## config.mk

```make
export PLATFORM = sky130hd
export DESIGN_NAME = window_gen
export DESIGN_NICKNAME = d
export VERILOG_FILES = /design/src/rtl/window_gen_pkg.sv /design/src/rtl/window_gen_line_buffer.sv /design/src/rtl/window_gen.sv
export SDC_FILE = /design/constraint.sdc
export NUM_CORES = 1
export LEC_CHECK = 0
export ABC_CLOCK_PERIOD_IN_PS = 35900
export CORE_ASPECT_RATIO = 0.8
export CORE_UTILIZATION = 62
export CTS_CLUSTER_DIAMETER = 30
export DETAILED_ROUTE_END_ITERATION = 7
export DONT_BUFFER_PORTS = 1
export PLACE_DENSITY = 0.86
export SLEW_MARGIN = 5
export SYNTH_ARGS = -nofsm -noshare
export SYNTH_HDL_FRONTEND = slang
export SYNTH_SLANG_ARGS = --single-unit
```

## constraint.sdc

```tcl
create_clock -name clk -period 35.9 [get_ports clk]
set_input_delay 7.18 -clock clk [delete_from_list [all_inputs] [get_ports clk]]
set_output_delay 7.18 -clock clk [all_outputs]
set_load 0.05 [all_outputs]
```

## src/rtl/window_gen_pkg.sv

```systemverilog
// Shared constants for the 3x3 window generator.
// Holds the default image geometry and the kernel size.
package window_gen_pkg;
    localparam int DWIDTH_DEF     = 16;
    localparam int IMG_WIDTH_DEF  = 28;
    localparam int IMG_HEIGHT_DEF = 28;
    localparam int KSIZE          = 3;
endpackage

```

## src/rtl/window_gen_line_buffer.sv

```systemverilog
// Enable-gated shift delay of `depth` accepted samples.
// The output is the sample accepted `depth` enables earlier.
module line_buffer #(
    parameter int dwidth = 16,
    parameter int depth  = 28
) (
    input  logic                     clk,
    input  logic                     en,
    input  logic signed [dwidth-1:0] din,
    output logic signed [dwidth-1:0] dout
);
    logic signed [dwidth-1:0] taps [depth];

    // Contents are never reset; window gating keeps stale data from being flagged valid.
    always_ff @(posedge clk) begin
        if (en) begin
            taps[0] <= din;
            for (int i = 1; i < depth; i++) begin
                taps[i] <= taps[i-1];
            end
        end
    end

    assign dout = taps[depth-1];
endmodule

```

## src/rtl/window_gen.sv

```systemverilog
// Converts a raster pixel stream into 3x3 sliding windows.
// win22 is the newest pixel; win00 is two rows up and two columns left.
module window_gen
    import window_gen_pkg::*;
#(
    parameter int dwidth     = DWIDTH_DEF,
    parameter int img_width  = IMG_WIDTH_DEF,
    parameter int img_height = IMG_HEIGHT_DEF
) (
    input  logic                     clk,
    input  logic                     rst,
    input  logic                     din_valid,
    input  logic signed [dwidth-1:0] din,
    output logic signed [dwidth-1:0] win00,
    output logic signed [dwidth-1:0] win01,
    output logic signed [dwidth-1:0] win02,
    output logic signed [dwidth-1:0] win10,
    output logic signed [dwidth-1:0] win11,
    output logic signed [dwidth-1:0] win12,
    output logic signed [dwidth-1:0] win20,
    output logic signed [dwidth-1:0] win21,
    output logic signed [dwidth-1:0] win22,
    output logic                     dout_valid,
    output logic                     frame_done
);
    localparam int CW = $clog2(img_width + 1);
    localparam int RW = $clog2(img_height + 1);

    logic [CW-1:0] col;
    logic [RW-1:0] row;
    logic          accept;
    logic          last_col;
    logic          last_row;
    logic          vld_p0;
    logic          done_p0;
    logic signed [dwidth-1:0] lb1_out;
    logic signed [dwidth-1:0] lb2_out;
    logic signed [dwidth-1:0] win_p0 [KSIZE][KSIZE];

    assign accept   = din_valid && !rst;
    assign last_col = (col == CW'(img_width - 1));
    assign last_row = (row == RW'(img_height - 1));

    line_buffer #(.dwidth(dwidth), .depth(img_width)) u_lb1 (
        .clk  (clk),
        .en   (accept),
        .din  (din),
        .dout (lb1_out)
    );

    line_buffer #(.dwidth(dwidth), .depth(img_width)) u_lb2 (
        .clk  (clk),
        .en   (accept),
        .din  (lb1_out),
        .dout (lb2_out)
    );

    // Stage p0: raster counters, window shift and valid/frame flags
    always_ff @(posedge clk) begin
        if (rst) begin
            col     <= '0;
            row     <= '0;
            vld_p0  <= 1'b0;
            done_p0 <= 1'b0;
            for (int r = 0; r < KSIZE; r++) begin
                for (int c = 0; c < KSIZE; c++) begin
                    win_p0[r][c] <= '0;
                end
            end
        end else begin
            vld_p0  <= 1'b0;
            done_p0 <= 1'b0;
            if (din_valid) begin
                // Only windows fully inside one frame and one row are valid.
                vld_p0  <= (row >= RW'(KSIZE - 1)) && (col >= CW'(KSIZE - 1));
                done_p0 <= last_row && last_col;
                if (last_col) begin
                    col <= '0;
                    row <= last_row ? '0 : row + 1'b1;
                end else begin
                    col <= col + 1'b1;
                end
                for (int r = 0; r < KSIZE; r++) begin
                    for (int c = 0; c < KSIZE - 1; c++) begin
                        win_p0[r][c] <= win_p0[r][c+1];
                    end
                end
                win_p0[0][KSIZE-1] <= lb2_out;
                win_p0[1][KSIZE-1] <= lb1_out;
                win_p0[2][KSIZE-1] <= din;
            end
        end
    end

    assign win00      = win_p0[0][0];
    assign win01      = win_p0[0][1];
    assign win02      = win_p0[0][2];
    assign win10      = win_p0[1][0];
    assign win11      = win_p0[1][1];
    assign win12      = win_p0[1][2];
    assign win20      = win_p0[2][0];
    assign win21      = win_p0[2][1];
    assign win22      = win_p0[2][2];
    assign dout_valid = vld_p0;
    assign frame_done = done_p0;
endmodule
```

# Word level (Yosys, flattened, before mapping)
# Memories as Yosys holds them, arrays and structs flattened.
# Index checks and enable logic that the tools add are counted.
[totals] ff_bits=12 ramBits=1040 mem_count=3
[op_classes] addsub=2 n_lt_le_gt_ge=2 n_eq_ne=2 muxes=18 bitwise=10 n_reduce_logical=6
[mem_list] memory="u_lb1.taps" depth=28 width=16 rd=28 rd_clocked_by_memory_dff=0 wr=28 line="window_gen_line_buffer.sv:12" source="logic signed [dwidth-1:0] taps [depth];"
[mem_list] memory="u_lb2.taps" depth=28 width=16 rd=28 rd_clocked_by_memory_dff=0 wr=28 line="window_gen_line_buffer.sv:12"
[mem_list] memory="win_p0" depth=3 width=48 rd=3 rd_clocked_by_memory_dff=0 wr=3 line="window_gen.sv:38" source="logic signed [dwidth-1:0] win_p0 [KSIZE][KSIZE];"
[ops] cell="16-bit two-way mux" n=9
[ops] cell="5-bit by 1-bit adder with 5-bit output, second input constant" n=2
[ops] cell="5-bit equality test, second input constant" n=2
[ops] cell="5-bit by 2-bit >= comparator with 1-bit output, second input constant" n=2
[ops] cell="5-bit two-way mux" n=2
[ops] cell="1-bit OR" n=9
[ops] cell="1-bit two-way mux" n=7
[ops] cell="1-bit logical AND" n=3
[ops] cell="2-bit AND reduction" n=1
[ops] cell="2-bit OR reduction" n=1
[ops] cell="1-bit zero test" n=1
[ops] cell="1-bit NOT" n=1

# Depth between registers and ports, before layout
# Gate-level depths: netlist (run 1).
[logic_depth] ltp_word=4 ltp_mapped=5

# Hierarchy
# Synthesis (run 1) repeated with hierarchy kept, for this count alone.
[hier_totals] cells_unflattened=1303 hier_area_um2=33075.5
[modules_own_cells] mod="line_buffer" n_inst=2 cells_per_inst=464 area_per_inst_um2=13573.0 seq_area_each_um2=13452.9
[modules_own_cells] mod="window_gen" n_inst=1 cells_per_inst=375 area_per_inst_um2=5929.4 seq_area_each_um2=4564.4

# Least setup slack after synthesis (run 1)
# Ideal clock, no wire load.
[synth_path] path_type="input -> register" from="input din_valid" to="memory win_p0[0][118] (netlist bit) (data pin)" setup_ps=298 arrival_ps=33277 required_ps=35602 slack_ps=2325 cell_stages=4 path_buffers=2 cell_sequence="nor2b_1 -> buf_2 -> clkbuf_1 -> and2_1"
[synth_lines] element="start: declaration" line="window_gen.sv:12" source="input logic din_valid,"
[synth_lines] element="end: declaration" line="window_gen.sv:38"

==> metrics.txt, run 1 <==
clock power share a little under half; max_slew headroom 21.6%; Sw Pwr 602 uW; Final nets 1417; DR WL/cell roughly 20 um; Pre-antenna DRT Iters 5; CTS buffer count 132; Worst-path clk slew 0.06 ns; Pleak 0.0129 uW; most common cell in the netlist edfxtp_1; dpl cells 1953; gp weighted congestion 0.717; fin util 73.1%; Skew-Pair Late Insertion Delay 0.67 ns; # H-tree levels 4; CP required roughly 36 ns; sw frac 21.4%; vias in the first global route about 12000; DRC viols 0; CTS sink count around 1100; cell area after layout between 0.03 and 0.04 sq mm; Antenna diodes 0; crit start category input pin; Worst EP arrival a little under 10 ns; Comb pwr share 1.0%; Hold Path Class flip-flop to flip-flop; # IOs between 150 and 200; most common library cells after synthesis edfxtp_1, and2_1, clkbuf_1, dfxtp_1, a21oi_1; post-synthesis async set-or-reset flop share 0%; mapped cell area about 0.033 sq mm; Synth area leaders edfxtp_1, and2_1, dfxtp_1, clkbuf_1, ha_1; pre-CTS setup slack 25.55 ns; Tcrit/Tclk final a little over a quarter; clock skew 0.0279 ns; gr busiest metal met2; sequential fraction of the synthesis area 95.9%; # resized after CTS 0; Cell Rows between 70 and 80; Ys Warns 0; layout cells sized above 1 16.0%; Vias approximately 12000; CP bufs+invs 2; area grow syn2layout 16.5%; Mean Syn Cell Area 25.8 sq um; Post-Syn Nets between 1000 and 1500; WS Path Type input pin to flip-flop; Core Area roughly 0.052 sq mm; Die ar. 0.0539 sq mm; post-DP HPWL about 19 mm; placed cell area approximately 0.034 sq mm; internal power ~2200 uW; Post-CTS Setup Inserts 0; die height 208 um; first-pass GRT wire length 66.6 mm; slack of the critical path around 26 ns; Final TNS setup 0 ns; register share of total power between 50 and 60%; initial DRC count between 1000 and 1500; GRT Overall Usage 16.5%; Fin. Hold Viols 0; initial core utilization 62.7%; post-route minimum period 9.59 ns; met2 usage 25.8%; Port Buffers 0; Slew Limit Fails 0; status completed; max-cap check violation count 0; crit-path max cell delay slightly below 1 ns; unrepaired setup endpoints after global routing false; chip width 259 um; Worst Tran Pin Value between 1 and 1.5 ns; CTS tree built; Via-to-Cell Ratio 5.28; FF+latch count, synth 1052; drt total wl 43.1 mm; CP delay by family, top buffers and inverters; CP cell instances nor2b_4 -> buf_12 -> buf_4; Clock Path Buffers 3; CP max stage cell buf_4; total gr overflow 0; cells after synthesis approximately 1300; post-synth top area share 95.1%; Post-synth EDFFs 1040; fillers between 2000 and 3000; Routed Antenna Nets 0; Critical Path Fanout Max approximately 220; PD cells 73.6 mW/mm^2; final setup violation count 0; fin cells approximately 2200; GRT met1 Usage a little over a fifth; CTS hold repair buffers 0; clock root cell clkbuf_16; antenna violations before repair 0; maximum VDD drop around 0.042 mV; cell taking the most area after synthesis edfxtp_1; Multi-input gate area between 0.001 and 0.0015 sq mm; Worst Setup End Kind flip-flop; count of different cell masters after synthesis 34; FF+latch area 0.0315 sq mm; fmax 0.104 GHz; largest net degree at the start of global routing 220; GR Layer Usage met3 5.45%; ys flop type edfxtp_1
## through the flow
stage	hold WS [ns]	power [uW]
floorplan	0.400	1550
global placement	0.401	1510
detailed placement	0.405	1520
CTS	0.386	2850
global route	0.413	2900
finish	0.390	2820
## sequential cells by signal (all words and copies together) (netlist names)
signal / cells
dout_valid: 1
row: 5
u_lb1.taps: 448
col: 5
u_lb2.taps: 448
win_p0: 144
frame_done: 1
## layer usage
layer	vias up	share of wire [%]
met3	84	6.6
met4	0	2.1
met5	-	0
met2	393	49
li1	5296	-
met1	5819	43
## cell type report
type | count | share of cell area (%)
clock buffers | 148 | 9.07
clock inverters | 94 | 2.77
flip-flops and latches | 1052 | 82.3
inverters | 4 | 0.0392
well taps | 693 | 2.27
multi-input cells | 196 | 3.35
repair buffers | 8 | 0.255
## power groups by stage
stage	sequential [uW]	clock [uW]	combinational [uW]
6_report	1460	1320	28.7
3_5_place_dp	1490	0	29.7
5_1_grt	1470	1400	31.8
4_1_cts	1460	1360	29.5
3_3_place_gp	1480	0	27.2
2_1_floorplan	1530	0	21.9
## cells in the final DEF (no fill, tap or decap), types with 5 or more instances in the layout
| master | n |
|---|---|
| clkinv_2 | 13 |
| clkinv_8 | 6 |
| and2_1 | 144 |
| clkinv_1 | 6 |
| buf_4 | 5 |
| inv_6 | 21 |
| clkbuf_1 | 11 |
| dfxtp_1 | 12 |
| clkinvlp_4 | 11 |
| edfxtp_1 | 1040 |
| clkbuf_16 | 137 |
| bufinv_16 | 12 |
| clkinv_4 | 14 |
| a21oi_1 | 7 |
| inv_8 | 11 |
## path summary, 6_finish.rpt
path | start | end | slack, ns | cells past startpoint
worst max-delay path | din_valid | u_lb1.taps[5][9] | 26.31 | 3
worst min-delay path | u_lb2.taps[0][17] | u_lb2.taps[0][33] | 0.39 | 0
worst min register to register | u_lb2.taps[0][17] | u_lb2.taps[0][33] | 0.39 | 0
worst max register to register | row[1] | row[3] | 34.09 | 4
## worst register-to-register path: cells and delay by family, from the launching register on
kind	cells	cell delay, ns
AO/OA/AOI/OAI	2	0.66
flip-flops	1	0.44
adder cells (fa/ha/maj)	1	0.28
AND/OR/NAND/NOR	1	0.31
## logic make-up after synthesis
kind of cell    count (synthesis)  synth area share [%]
flops                        1052                  95.9
simple gates                  175                  3.37
buf+inv                        22                 0.267
compound gates                 16                 0.316
fa+ha+maj                       4                 0.152
xor+xnor                        1                0.0267
(Power assumes the default switching activity.)
==> run 2, diff against run 1 <==
--- a/config.mk
+++ b/config.mk
@@ -5,7 +5,7 @@
 export SDC_FILE = /design/constraint.sdc
 export NUM_CORES = 1
 export LEC_CHECK = 0
-export ABC_CLOCK_PERIOD_IN_PS = 35900
+export ABC_CLOCK_PERIOD_IN_PS = 9430
 export CORE_ASPECT_RATIO = 0.8
 export CORE_UTILIZATION = 62
 export CTS_CLUSTER_DIAMETER = 30
==> constraint.sdc (replaced) <==
create_clock -name clk -period 9.43 [get_ports clk]
set_input_delay 1.886 -clock clk [delete_from_list [all_inputs] [get_ports clk]]
set_output_delay 1.886 -clock clk [all_outputs]
set_load 0.05 [all_outputs]
==> metrics.txt, run 2 (synthesis results as in run 1) <==
area grow syn2layout 16.9%; # resized after CTS 0; Worst Setup End Kind flip-flop; placed cell area between 0.03 and 0.04 sq mm; CTS hold repair buffers 0; Slew Limit Fails 0; Clock Path Buffers 3; Pleak ~0.013 uW; Die ar. approximately 0.054 sq mm; fmax around 0.28 GHz; Pre-antenna DRT Iters 5; GRT Overall Usage between 15 and 20%; die height 208 um; Routed Antenna Nets 0; Via-to-Cell Ratio around 5.3; WS Path Type input pin to flip-flop; DRC viols 0; post-DP HPWL ~19 mm; Vias roughly 12000; CTS buffer count between 100 and 150; CP max stage cell buf_12; commonest non-fill, non-tap cell in the layout edfxtp_1; reg2reg start col[1]; Largest regs u_lb1.taps (448), u_lb2.taps (448), win_p0 (144); CP bufs+invs 2; max_slew headroom about 22%; fin cells roughly 2200; unrepaired setup endpoints after global routing false; Worst Tran Pin Value ~1.2 ns; Core Area between 0.05 and 0.06 sq mm; antenna violations before repair 0; Critical Path Fanout Max 248; Antenna diodes 0; most frequent cells in the layout edfxtp_1, and2_1, clkbuf_16; status completed; initial core utilization between 60 and 70%; clock root cell clkbuf_16; reg2reg setup slack about 7.7 ns; final setup violation count 0; gp weighted congestion 0.722; Cell Rows 75; worst hold path depth 0; Fin. Hold Viols 0; CTS sink count between 1000 and 1500; most frequent CP cell buf_12; PD cells approximately 280 mW/mm^2; layout cells sized above 1 15.6%; CTS tree built; initial DRC count 1017; Skew-Pair Late Insertion Delay slightly below 0.7 ns; chip width around 260 um; # IOs 165; cell area after layout 0.0384 sq mm; crit-path max cell delay slightly above 0.8 ns; RR Endpoint row[4]; CP cell instances nor2b_4 -> buf_12 -> buf_12; DR WL/cell 20.5 um; first-pass GRT wire length approximately 69 mm; CP required 9.70 ns; Hold Path Class flip-flop to flip-flop; Final nets between 1000 and 1500; largest net degree at the start of global routing around 250; max-cap check violation count 0; Post-CTS Setup Inserts 0; Final TNS setup 0 ns; CP delay by family, top buffers and inverters; total gr overflow 0; maximum VDD drop 0.215 mV; Worst-path clk slew about 0.06 ns; clock skew ~0.034 ns; crit start category input pin; post-route minimum period between 3 and 4 ns; worst hold path endpoint u_lb1.taps[3][15]; reg2reg path depth 4; Tcrit/Tclk final 37.6%; vias in the first global route between 10000 and 15000; Worst EP arrival 3.82 ns; drt total wl between 40 and 50 mm; # H-tree levels 4; dpl cells between 1500 and 2000; HP Start u_lb1.taps[2][15]; Port Buffers 0
## run 2: worst max path at each step
| stage | from | slack (ns) | depth (start not counted) | to |
|---|---|---|---|---|
| global placement | din_valid | 5.34 | 3 | win_p0[0][110] |
| floorplan | din_valid | 0.26 | 4 | win_p0[0][118] |
| global route | din_valid | 5.81 | 3 | win_p0[0][125] |
| detailed placement | din_valid | 5.17 | 3 | win_p0[0][111] |
| CTS | din_valid | 5.91 | 3 | win_p0[0][111] |
| finish | din_valid | 5.88 | 3 | u_lb2.taps[1][67] |
## run 2: through the flow
step           hold slack (ns)  utilization (%)  setup WS [ns]  power (uW)
2_1_floorplan            0.400                -          0.260        5760
3_3_place_gp             0.400             64.4           5.34        5750
3_5_place_dp             0.405             64.4           5.17        5770
4_1_cts                  0.383             73.3           5.91       11000
5_1_grt                  0.397             73.3           5.81       11200
6_report                 0.388             73.3           5.88       10900
## run 2: layout make-up
class / count / area [sq um]
inverter: 4 / 15.0
multi-input combinational: 196 / 1280
tap: 693 / 867
sequential: 1052 / 31500
fill: 2713 / 14000
clock buffer: 151 / 3480
timing repair buffer: 8 / 110
clock inverter: 93 / 1150
## run 2: worst reg2reg max path: cells and delay by family, from the launching register on
family	cells	cell delay [ns]
compound gates	1	0.22
fa+ha+maj	1	0.30
flops	1	0.43
simple gates	2	0.69
## run 2: where the power goes
| group | internal (uW) | total [uW] | switching (uW) |
|---|---|---|---|
| Clock | 3230 | 5200 | 1970 |
| Combinational | 16.2 | 110 | 93.7 |
| Sequential | 5360 | 5580 | 220 |
## run 2: per-layer routing
metal	track usage, %	up-vias	wire length, um
met4	6.47	0	1080
li1	-	5289	-
met1	21.5	5899	18500
met2	28.4	378	22500
met3	5.86	108	2930
met5	0	-	0
